[src/rtl/lif_accum.sv]
// Leaky integrate-and-fire membrane accumulator for a single neuron.
// v feeds an external registered comparator whose result returns as fire.
module lif_accum #(
    parameter int DATA_W   = 16,
    parameter int IN_W     = 12,
    parameter int LEAK_SH  = 4,
    parameter int REFR_CYC = 8,
    parameter int CNT_W    = 16
) (
    input  logic                     clk,
    input  logic                     rst,
    input  logic                     in_valid,
    input  logic signed [IN_W-1:0]   in_data,
    output logic                     in_ready,
    input  logic                     fire,
    output logic        [DATA_W-1:0] v,
    output logic                     spike,
    output logic                     refr,
    output logic        [CNT_W-1:0]  spike_cnt
);

    localparam int SUM_W     = DATA_W + 2;
    localparam int RC_W      = (REFR_CYC > 1) ? $clog2(REFR_CYC) : 1;
    localparam int REFR_LAST = (REFR_CYC > 0) ? REFR_CYC - 1 : 0;

    typedef enum logic [1:0] {
        ST_INTEG,
        ST_FIRED,
        ST_REFR
    } state_t;

    state_t           state;
    logic [RC_W-1:0]  refr_cnt;

    logic signed [SUM_W-1:0] v_ext;
    logic signed [SUM_W-1:0] leak_ext;
    logic signed [SUM_W-1:0] acc_ext;
    logic signed [SUM_W-1:0] sum;
    logic        [DATA_W-1:0] v_sat;

    // NOTE: every always_comb output gets a default before any branch so no latch is inferred.
    always_comb begin
        v_ext    = $signed({2'b00, v});
        leak_ext = $signed({2'b00, v >> LEAK_SH});
        acc_ext  = '0;
        if (in_valid)
            acc_ext = {{(SUM_W - IN_W){in_data[IN_W-1]}}, in_data};
        sum = v_ext - leak_ext + acc_ext;

        // Sign bit means underflow; bit DATA_W set on a positive sum means overflow.
        v_sat = sum[DATA_W-1:0];
        if (sum[SUM_W-1])
            v_sat = '0;
        else if (sum[DATA_W])
            v_sat = '1;
    end

    // NOTE: sequential state uses non-blocking assignments only, so every flop samples pre-edge values.
    always_ff @(posedge clk) begin
        if (rst) begin
            state     <= ST_INTEG;
            v         <= '0;
            spike     <= 1'b0;
            refr      <= 1'b0;
            in_ready  <= 1'b1;
            spike_cnt <= '0;
            refr_cnt  <= '0;
        end else begin
            case (state)
                ST_INTEG: begin
                    if (fire) begin
                        v        <= '0;
                        state    <= ST_FIRED;
                        spike    <= 1'b1;
                        refr     <= 1'b1;
                        in_ready <= 1'b0;
                    end else begin
                        v <= v_sat;
                    end
                end

                // fire here is stale: it still reflects v from before the clear.
                ST_FIRED: begin
                    v         <= '0;
                    spike     <= 1'b0;
                    spike_cnt <= spike_cnt + 1'b1;
                    refr_cnt  <= '0;
                    if (REFR_CYC > 0) begin
                        state <= ST_REFR;
                    end else begin
                        state    <= ST_INTEG;
                        refr     <= 1'b0;
                        in_ready <= 1'b1;
                    end
                end

                ST_REFR: begin
                    v <= '0;
                    if (refr_cnt == RC_W'(REFR_LAST)) begin
                        state    <= ST_INTEG;
                        refr     <= 1'b0;
                        in_ready <= 1'b1;
                    end else begin
                        refr_cnt <= refr_cnt + 1'b1;
                    end
                end

                default: begin
                    state    <= ST_INTEG;
                    v        <= '0;
                    spike    <= 1'b0;
                    refr     <= 1'b0;
                    in_ready <= 1'b1;
                end
            endcase
        end
    end

endmodule
[config.mk]
export PLATFORM = sky130hd
export DESIGN_NAME = lif_accum
export DESIGN_NICKNAME = d
export VERILOG_FILES = /design/src/rtl/lif_accum.sv
export SDC_FILE = /design/constraint.sdc
export NUM_CORES = 1
export LEC_CHECK = 0
export BUFFER_PORTS_ARGS = -buffer_cell sky130_fd_sc_hd__buf_2
export CAP_MARGIN = 10
export CORE_UTILIZATION = 61
export CTS_CLUSTER_DIAMETER = 50
export DETAILED_ROUTE_END_ITERATION = 6
export GPL_ROUTABILITY_DRIVEN = 1
export PLACE_DENSITY = 0.86
export SYNTH_ARGS = -nofsm -noshare
export SYNTH_HDL_FRONTEND = slang
export SYNTH_SLANG_ARGS = --single-unit
[constraint.sdc]
create_clock -name clk -period 7.74 [get_ports clk]
set_input_delay 1.161 -clock clk [delete_from_list [all_inputs] [get_ports clk]]
set_output_delay 1.161 -clock clk [all_outputs]
set_load 0.01 [all_outputs]
==> results of run 1 <==
[registers in the layout (all words and copies together) (netlist names)]
register,flops
in_ready,1
refr,1
refr_cnt,3
spike,1
spike_cnt,16
state,2
v,16
[through the flow]
| stage | setup WS, ns | hold slack [ns] | cells |
|---|---|---|---|
| after floorplan | 4.061 | 0.4780 | 340 |
| after global placement | 3.864 | 0.4427 | 433 |
| after detailed placement | 3.685 | 0.4601 | 433 |
| after CTS | 3.626 | 0.4730 | 441 |
| after global routing | 3.369 | 0.4945 | 441 |
| final | 3.603 | 0.4691 | 441 |
[worst register-to-register path, stage by stage (launching register included)]
cell      delay (ns)
dfxtp_1         0.36
inv_1           0.09
ha_1            0.27
nor2b_1         0.14
o31a_1          0.26
o21ai_0         0.26
a21boi_0        0.21
a21o_1          0.21
a21oi_1         0.17
xnor2_1         0.09
ha_1            0.38
o21ai_0         0.11
o21bai_1        0.18
a21oi_1         0.09
o21ai_1         0.24
a31oi_2         0.16
a31oi_2         0.63
o21a_1          0.23
[routing by layer]
metal  GRT usage  routed length, microns  vias up
met5           0                       0        -
met4      0.1022                     127        0
met3     0.04986                     263       11
met2      0.4423                    2890       57
met1      0.3360                    2768     1152
li1            -                       -     1298
[cells in the final DEF, fill, tap and decap left out, types with 4 or more instances in the layout]
master    synthesis  routed
xnor2_1          23      23
xor2_1           16      16
nand3_1           8       8
and3_1            5       5
nor2_1           36      36
buf_2             0      50
a21oi_1          15      15
nand2_1          15      15
a21o_1           10      10
nor2b_1           5       5
ha_1             32      32
nor3_1            5       5
a211oi_1          6       6
dfxtp_1          40      40
nand2b_1          5       5
o21a_1           20      20
o21bai_1          4       4
inv_1            19      19
o21ai_0          15      15
and2_1           14      14
clkbuf_8          0       6
[worst min path at each step]
stage                                   from                  to  cells after the start
final                     spike$_SDFFE_PP0P_  spike$_SDFFE_PP0P_                      2
after CTS                 spike$_SDFFE_PP0P_  spike$_SDFFE_PP0P_                      2
after detailed placement  spike$_SDFFE_PP0P_  spike$_SDFFE_PP0P_                      2
after global placement    spike$_SDFFE_PP0P_  spike$_SDFFE_PP0P_                      2
after floorplan           spike$_SDFFE_PP0P_  spike$_SDFFE_PP0P_                      2
after global routing      spike$_SDFFE_PP0P_  spike$_SDFFE_PP0P_                      2
[kinds of logic after synthesis]
kind of cell | synth area share
simple gates | 0.1729
xor+xnor | 0.1230
compound gates | 0.2340
fa+ha+maj | 0.1514
flops | 0.2753
buf+inv | 0.04000
mux | 0.003441
[layout make-up]
type	count	area (sq um)
clock buffer	7	86.33
clock inverter	1	7.507
fill	372	1201
inverter	19	71.32
multi-input combinational	272	1992
sequential	40	800.8
tap	52	65.06
timing repair buffer	50	250.2
[power by group]
| group | total [mW] | internal (mW) | leakage (nW) | switching, mW |
|---|---|---|---|---|
| Sequential | 0.237 | 0.224 | 0.325 | 0.0134 |
| Combinational | 0.933 | 0.397 | 1.12 | 0.536 |
| Clock | 0.145 | 0.0724 | 0.0445 | 0.0725 |
| Total | 1.32 | 0.694 | 1.49 | 0.622 |
==> metrics.cfg, run 1 <==
[status]
status = complete, but fails checks
violations = design-rule violations

[power]
leakage_nw = 1.492
power_mw = 1.316
power.density_nw_per_um2 = 402.0
ir_worst_vdd_mv = 0.1756

[synthesis]
synth_largest_area_cell = dfxtp_1
yosys.cell_types.count = 48
yosys.area.top_type_share = 0.2753
ys_ff_latch = 40
yosysMostFrequentCell = dfxtp_1
synth-edff-count = 0
synth_ff_type = dfxtp_1
ys_warn_count = 0
synthTopCellsByArea = dfxtp_1 28%, ha_1 14%, xnor2_1 6.9%
syn-instance-count = 340
synth.cell_area_sq_um = 2909
synthTopCellsByCount = 40 x dfxtp_1, 36 x nor2_1, 32 x ha_1
ys_seq_area_frac = 0.2753
synth.avg_cell_area_sq_um = 8.556
synthesis.nets = 390
ys_async_sr_fraction = 0

[job]
maxCapViolCount = 0

[worst_setup_path]
endpoint_kind = register
required_ns = 7.97
crit_path_cell_trace = inv_1 -> ha_1 -> nor2b_1 -> o31a_1 -> o21ai_0 -> a21boi_0 -> a21o_1 -> a21oi_1 -> xnor2_1 -> ha_1 -> o21ai_0 -> o21bai_1 -> a21oi_1 -> o21ai_1 -> a31oi_2 -> a31oi_2 -> o21a_1
path_buf_inv = 1
setup.worst_path.end = v[7]$_SDFF_PP0_
regToRegStartpoint = v[5]$_SDFF_PP0_
rr_worst_depth = 17
cp_data_arrival_time_ns = 4.37
startpoint = v[5]$_SDFF_PP0_
cp_top_family = compound AO/OA/AOI/OAI gates
path_depth = 17
start_kind = register
crit_path_top_delay_cell = a31oi_2
crit_type = reg2reg
reg2reg_slack_ns = 3.60
rr_endpoint = v[7]$_SDFF_PP0_
crit_fanout = 16
slowest_delay_ns = 0.63

[placement]
place_hpwl_mm = 4.747
dpl_cell_area_sq_um = 3179
place_congestion = 0.9131
port_buffers = 50

[global_route]
grt_pass1_wl_mm = 10.62
grt_max_degree = 26
overflow = 0
grtUsageTotal = 0.2636
grt_pass1_vias = 2414
antenna_found_initial = 0

[finish]
diodes = 0
drive_above_1_share = 0.1722
utilization = 0.7315
design_area_sq_um = 3273
final_nets = 438
area_growth_syn_to_layout_pct = 12.52

[clock_network]
htreeDepth = 2
clock-sinks = 40
worst_skew_pair.late_latency_ns = 0.29
numCtsBuffers = 5
cts_hold_buf = 0
cts_root_buffer = clkbuf_8
cts_resized = 0
cts_tree = built
cts_buffer_depth = 2
clk_pin_slew_worst_paths_ns = 0.08
post_cts_buffers = 0

[drt]
drc = 5
vias = 2518
firstDrtPassIters = 6
drtAntennaViolNets = 0
viasPerCell = 5.710
drt-initial-drc-count = 95
wl_mm = 6.050
wl_per_cell_microns = 13.72

[sta]
hold_viol_final = 0
setup_viol = 0
maxClockFrequency_mhz = 241.7
relSlewSlack = 0.5245
finalSetupTns_ns = 0
final_max_slew_viol_count = 0
timing.final.crit_share = 0.5345
rsz0062_at_grt = no
finClkSkew_ns = 0.005717
worstMarginPinSlew_ns = 0.7111
period_needed_ns = 4.137

[floorplanning]
io_pins = 51
die_h_microns = 71.06
die_x_microns = 71.06
core-area_sq_um = 4474
die_area_sq_um = 5049
rows = 24
initial_utilization = 0.6502

[hold_path]
hold_class = reg2reg

Power figures use the tool's default switching activity.
==> run 2, diff against run 1 <==
--- a/config.mk
+++ b/config.mk
@@ -7,11 +7,11 @@
 export LEC_CHECK = 0
 export BUFFER_PORTS_ARGS = -buffer_cell sky130_fd_sc_hd__buf_2
 export CAP_MARGIN = 10
-export CORE_UTILIZATION = 61
+export CORE_UTILIZATION = 51
 export CTS_CLUSTER_DIAMETER = 50
 export DETAILED_ROUTE_END_ITERATION = 6
 export GPL_ROUTABILITY_DRIVEN = 1
-export PLACE_DENSITY = 0.86
+export PLACE_DENSITY = 0.77
 export SYNTH_ARGS = -nofsm -noshare
 export SYNTH_HDL_FRONTEND = slang
 export SYNTH_SLANG_ARGS = --single-unit
==> constraint.sdc (replaced) <==
create_clock -name clk -period 3.8 [get_ports clk]
set_input_delay 0.57 -clock clk [delete_from_list [all_inputs] [get_ports clk]]
set_output_delay 0.57 -clock clk [all_outputs]
set_load 0.01 [all_outputs]
==> run 2 against run 1 <==
The flow now finishes without violations. Wire length grew 4.2%. Critical path type unchanged. Clock skew grew 0.0021 ns. Sequential power is 110% higher. Clock power up 100%. Final cell count increased by 8.2%. Setup slack got worse by 3.5 ns. Global-route usage shrank 5.4 points. Highest routed layer unchanged.
==> metrics.cfg, run 2 (synthesized netlist as in run 1, its figures left out) <==
[power]
ir_worst_vdd_mv = 0.3964
power_mw = 3.126
power.density_nw_per_um2 = 879.4
leakage_nw = 1.586

[placement]
place_congestion = 0.8260
dp.cells = 460
port_buffers = 50
preCtsSetupSlack_ns = -0.1497
place_hpwl_mm = 4.596

[worst_setup_path]
crit_path_cell_trace = inv_1 -> ha_1 -> o21a_1 -> o31a_1 -> o21ai_2 -> buf_4 -> a21o_1 -> a31oi_2 -> nor2_1 -> xnor2_1 -> ha_1 -> nor2_1 -> nand2_1 -> o221ai_1 -> a31oi_4 -> o21a_1
crit_path_top_delay_cell = o221ai_1
crit_fanout = 8
cp_data_arrival_time_ns = 3.85
path_buf_inv = 2
cp_top_family = compound AO/OA/AOI/OAI gates
start_kind = register
endpoint_kind = register
slowest_delay_ns = 0.51
crit_type = reg2reg
required_ns = 3.98

[finish]
area_growth_syn_to_layout_pct = 22.19
mostFrequentLayoutCells = 50 x buf_2, 37 x dfxtp_1, 36 x nor2_1
diodes = 0
nFillCells = 468
utilization = 0.6455
final_cells = 477
final_nets = 454
drive_above_1_share = 0.2494
reg_top3 = spike_cnt (16), v (16), refr_cnt (3)
multiInputGateArea_sq_um = 2136
mostFrequentLayoutCell = buf_2
ff_latch_area_sq_um = 804.5

[global_route]
grt_pass1_wl_mm = 10.22
antenna_found_initial = 0
grt_pass1_vias = 2342
grt_max_degree = 26
overflow = 0
grtUsageTotal = 0.2094

[floorplanning]
die_x_microns = 77.53
rows = 27
die_area_sq_um = 6010
core-area_sq_um = 5507
die_h_microns = 77.53
io_pins = 51
initial_utilization = 0.5283

[clock_network]
cts_root_buffer = clkbuf_8
htreeDepth = 2
numCtsBuffers = 5
cts_buffer_depth = 2
cts_hold_buf = 0
clock-sinks = 40
clk_pin_slew_worst_paths_ns = 0.08
worst_skew_pair.late_latency_ns = 0.29
cts_tree = built

[sta]
maxClockFrequency_mhz = 272.9
relSlewSlack = 0.6100
final_max_slew_viol_count = 0
hold_viol_final = 0
worstMarginPinSlew_ns = 0.5850
period_needed_ns = 3.665
timing.final.crit_share = 0.9645
finClkSkew_ns = 0.007772
setup_viol = 0
setup_slack_ns = 0.1350

[drt]
drt-initial-drc-count = 47
viasPerCell = 5.375
drtAntennaViolNets = 0
wl_mm = 6.303
drc = 0
firstDrtPassIters = 4
wl_per_cell_microns = 13.21
vias = 2564

[status]
status = completed

[hold_path]
hold_class = reg2reg

[job]
maxCapViolCount = 0

run 2: final timing paths:
path	end	depth (start not counted)	from	slack (ns)
worst max-delay path	v[2]$_SDFF_PP0_	16	v[7]$_SDFF_PP0_	0.14
worst min-delay path	spike$_SDFFE_PP0P_	2	spike$_SDFFE_PP0P_	0.46
worst max register to register	v[2]$_SDFF_PP0_	16	v[7]$_SDFF_PP0_	0.14
worst min register to register	spike$_SDFFE_PP0P_	2	spike$_SDFFE_PP0P_	0.46
run 2: area by class of cell:
type | instances | share of cell area
flip-flops and latches | 40 | 0.2263
well taps | 72 | 0.02534
repair buffers | 64 | 0.1021
multi-input cells | 274 | 0.6008
inverters | 19 | 0.02006
clock buffers | 8 | 0.02534
run 2: metrics by stage:
stage / cell area [sq um] / hold WS (ns) / setup TNS (ns)
2_1_floorplan: 2909 / 0.4780 / 0
3_3_place_gp: 3257 / 0.4494 / -0.04040
3_5_place_dp: 3257 / 0.4562 / -2.139
4_1_cts: 3367 / 0.4680 / 0
5_1_grt: 3555 / 0.5020 / -0.7539
6_report: 3555 / 0.4610 / 0
run 2: timing repair:
action,CTS,global route
gates resized for setup,2,29
setup buffers,0,7
setup endpoints to repair,16,16
pin swaps,0,21
gates cloned,0,2
run 2: metal layers:
metal	vias up	global-route usage	part of all wire
met3	6	0.03765	0.040
met2	46	0.3398	0.47
met5	-	0	0
met1	1192	0.2825	0.48
li1	1320	-	-
met4	0	0.06038	0.0094
run 2: worst reg2reg max path, stage by stage (launching register included):
cell and delay (ns):
dfxtp_1 0.37, inv_1 0.06, ha_1 0.32, o21a_1 0.14, o31a_1 0.19, o21ai_2 0.07, buf_4 0.14, a21o_1 0.17
a31oi_2 0.26, nor2_1 0.09, xnor2_1 0.15, ha_1 0.24, nor2_1 0.43, nand2_1 0.11, o221ai_1 0.51, a31oi_4 0.13
o21a_1 0.18
run 2: where the power goes:
group          switching, mW  total [mW]  internal (mW)
logic                   1.27        2.35           1.08
registers             0.0295       0.487          0.457
clock network          0.143       0.291          0.148
total                   1.45        3.13           1.68
==> run 3, diff against run 2 <==
--- a/config.mk
+++ b/config.mk
@@ -7,11 +7,13 @@
 export LEC_CHECK = 0
 export BUFFER_PORTS_ARGS = -buffer_cell sky130_fd_sc_hd__buf_2
 export CAP_MARGIN = 10
-export CORE_UTILIZATION = 51
+export CORE_MARGIN = 5
+export CORE_UTILIZATION = 45
 export CTS_CLUSTER_DIAMETER = 50
 export DETAILED_ROUTE_END_ITERATION = 6
 export GPL_ROUTABILITY_DRIVEN = 1
-export PLACE_DENSITY = 0.77
+export PLACE_DENSITY = 0.69
+export REMOVE_ABC_BUFFERS = 1
 export SYNTH_ARGS = -nofsm -noshare
 export SYNTH_HDL_FRONTEND = slang
 export SYNTH_SLANG_ARGS = --single-unit
==> run 3 against run 2 <==
Sequential power is essentially flat. First-iteration DRC count grew 53%. Die area grew 36%. Power shrank 1.6%. Critical endpoint is now v[7]$_SDFF_PP0_. Final area shrank 1.3%.
==> metrics.cfg, run 3 (synthesized netlist as in run 1, its figures left out) <==
[status]
status = completed

[global_route]
antenna_found_initial = 0
grt.busiest_layer = met2
grt_pass1_vias = 2508
gr-usage-met1 = 0.1962
use_met3 = 0.04250
grtUsageTotal = 0.1598
met2_usage = 0.2695
overflow = 0
grt_pass1_wl_mm = 11.09
grt_max_degree = 26

[sta]
final_max_slew_viol_count = 0
setup_slack_ns = 0.2099
worstMarginPinSlew_ns = 0.5828
relSlewSlack = 0.6115
setup_viol = 0
timing.final.crit_share = 0.9448
finClkSkew_ns = 0.007362
hold_viol_final = 0
maxClockFrequency_mhz = 278.5
period_needed_ns = 3.590

[finish]
diodes = 0
final_cells = 476
ff_latch_area_sq_um = 802.0
multiInputGateArea_sq_um = 2106
drive_above_1_share = 0.2331
final_nets = 448
area_growth_syn_to_layout_pct = 20.60
reg_top3 = spike_cnt (16), v (16), refr_cnt (3)
mostFrequentLayoutCell = buf_2
utilization = 0.5557
mostFrequentLayoutCells = 50 x buf_2, 39 x dfxtp_1, 36 x nor2_1
nFillCells = 594

[worst_setup_path]
crit_type = reg2reg
cp_data_arrival_time_ns = 3.78
required_ns = 3.99
cp_top_family = compound AO/OA/AOI/OAI gates
crit_fanout = 16
slowest_delay_ns = 0.39
crit_path_top_delay_cell = dfxtp_1
crit_path_cell_trace = inv_1 -> ha_1 -> o21a_1 -> o31a_1 -> o21ai_2 -> buf_4 -> a21o_1 -> a31oi_4 -> nor3_2 -> xnor2_1 -> ha_2 -> a21o_1 -> a21oi_1 -> o211ai_2 -> a31oi_4 -> xnor2_2 -> buf_6 -> o21a_1
endpoint_kind = register
start_kind = register
path_buf_inv = 3

[drt]
firstDrtPassIters = 4
drc = 0
wl_per_cell_microns = 14.11
wl_mm = 6.715
drtAntennaViolNets = 0
drt-initial-drc-count = 72
viasPerCell = 5.353
vias = 2548

[hold_path]
hold_class = reg2reg

[placement]
dp.cells = 467
preCtsSetupSlack_ns = -0.07679
place_congestion = 0.8447
port_buffers = 50
place_hpwl_mm = 5.032

[floorplanning]
die_h_microns = 90.40
initial_utilization = 0.4608
io_pins = 51
die_x_microns = 90.40
core-area_sq_um = 6314
rows = 29
die_area_sq_um = 8172

[clock_network]
worst_skew_pair.late_latency_ns = 0.30
cts_hold_buf = 0
clock-sinks = 40
cts_buffer_depth = 2
clk_pin_slew_worst_paths_ns = 0.08
cts_root_buffer = clkbuf_8
cts_tree = built
numCtsBuffers = 5
htreeDepth = 2

[power]
leakage_nw = 1.560
ir_worst_vdd_mv = 0.5054
power.density_nw_per_um2 = 876.4

[job]
maxCapViolCount = 0

-- run 3: cell types whose count changed in the layout (fill, tap and decap cells not counted), sizes merged --
cell,delta
clkbuf,-3
xnor2,-1
clkinv,+1
buf,-5
clkinvlp,+1
bufinv,+1
-- run 3: report_power, final --
group	switching (mW)	total [mW]	leakage (nW)	internal [mW]
registers	0.0295	0.486	0.326	0.457
logic	1.24	2.24	1.18	1.00
clock network	0.152	0.346	0.0541	0.194
total	1.42	3.07	1.56	1.65
-- run 3: area by class of cell --
| cell class | instances | area share |
|---|---|---|
| sequential | 40 | 0.2286 |
| inverter | 19 | 0.02033 |
| timing repair buffer | 59 | 0.09165 |
| clock buffer | 5 | 0.01961 |
| clock inverter | 3 | 0.01213 |
| multi-input combinational | 273 | 0.6002 |
| tap | 77 | 0.02746 |
-- run 3: per-layer routing --
layer	vias to the layer above	routed length, microns
li1	1308	-
met1	1176	3116
met2	51	3147
met3	13	306
met4	0	143
met5	-	0
-- run 3: path summary, 6_finish.rpt --
path,slack [ns],cells after the start,startpoint,endpoint
worst min-delay path,0.46,2,spike$_SDFFE_PP0P_,spike$_SDFFE_PP0P_
worst max-delay path,0.21,18,v[7]$_SDFF_PP0_,v[7]$_SDFF_PP0_
worst max register to register,0.21,18,v[7]$_SDFF_PP0_,v[7]$_SDFF_PP0_
worst min register to register,0.46,2,spike$_SDFFE_PP0P_,spike$_SDFFE_PP0P_
-- run 3: stage by stage --
stage	instance area (sq um)	setup TNS, ns	power (mW)	hold slack [ns]
floorplan	2864	0	2.017	0.4715
global placement	3278	0	2.475	0.4465
detailed placement	3278	-1.026	2.505	0.4528
CTS	3398	0	2.892	0.4659
global route	3508	-0.01453	3.327	0.4949
finish	3508	0	3.075	0.4621
-- run 3: worst reg2reg max path, cell delays in order, from the launching register on --
cell	delay, ns
dfxtp_1	0.39
inv_1	0.06
ha_1	0.33
o21a_1	0.13
o31a_1	0.16
o21ai_2	0.07
buf_4	0.14
a21o_1	0.20
a31oi_4	0.23
nor3_2	0.06
xnor2_1	0.23
ha_2	0.35
a21o_1	0.19
a21oi_1	0.18
o211ai_2	0.13
a31oi_4	0.22
xnor2_2	0.08
buf_6	0.16
o21a_1	0.19
-- run 3: what timing repair did --
| action | CTS | global route |
|---|---|---|
| endpoints found under the setup margin | 16 | 16 |
| cloned | 0 | 1 |
| resized for setup | 2 | 22 |
| setup buffers | 0 | 0 |
| pin swaps | 0 | 7 |
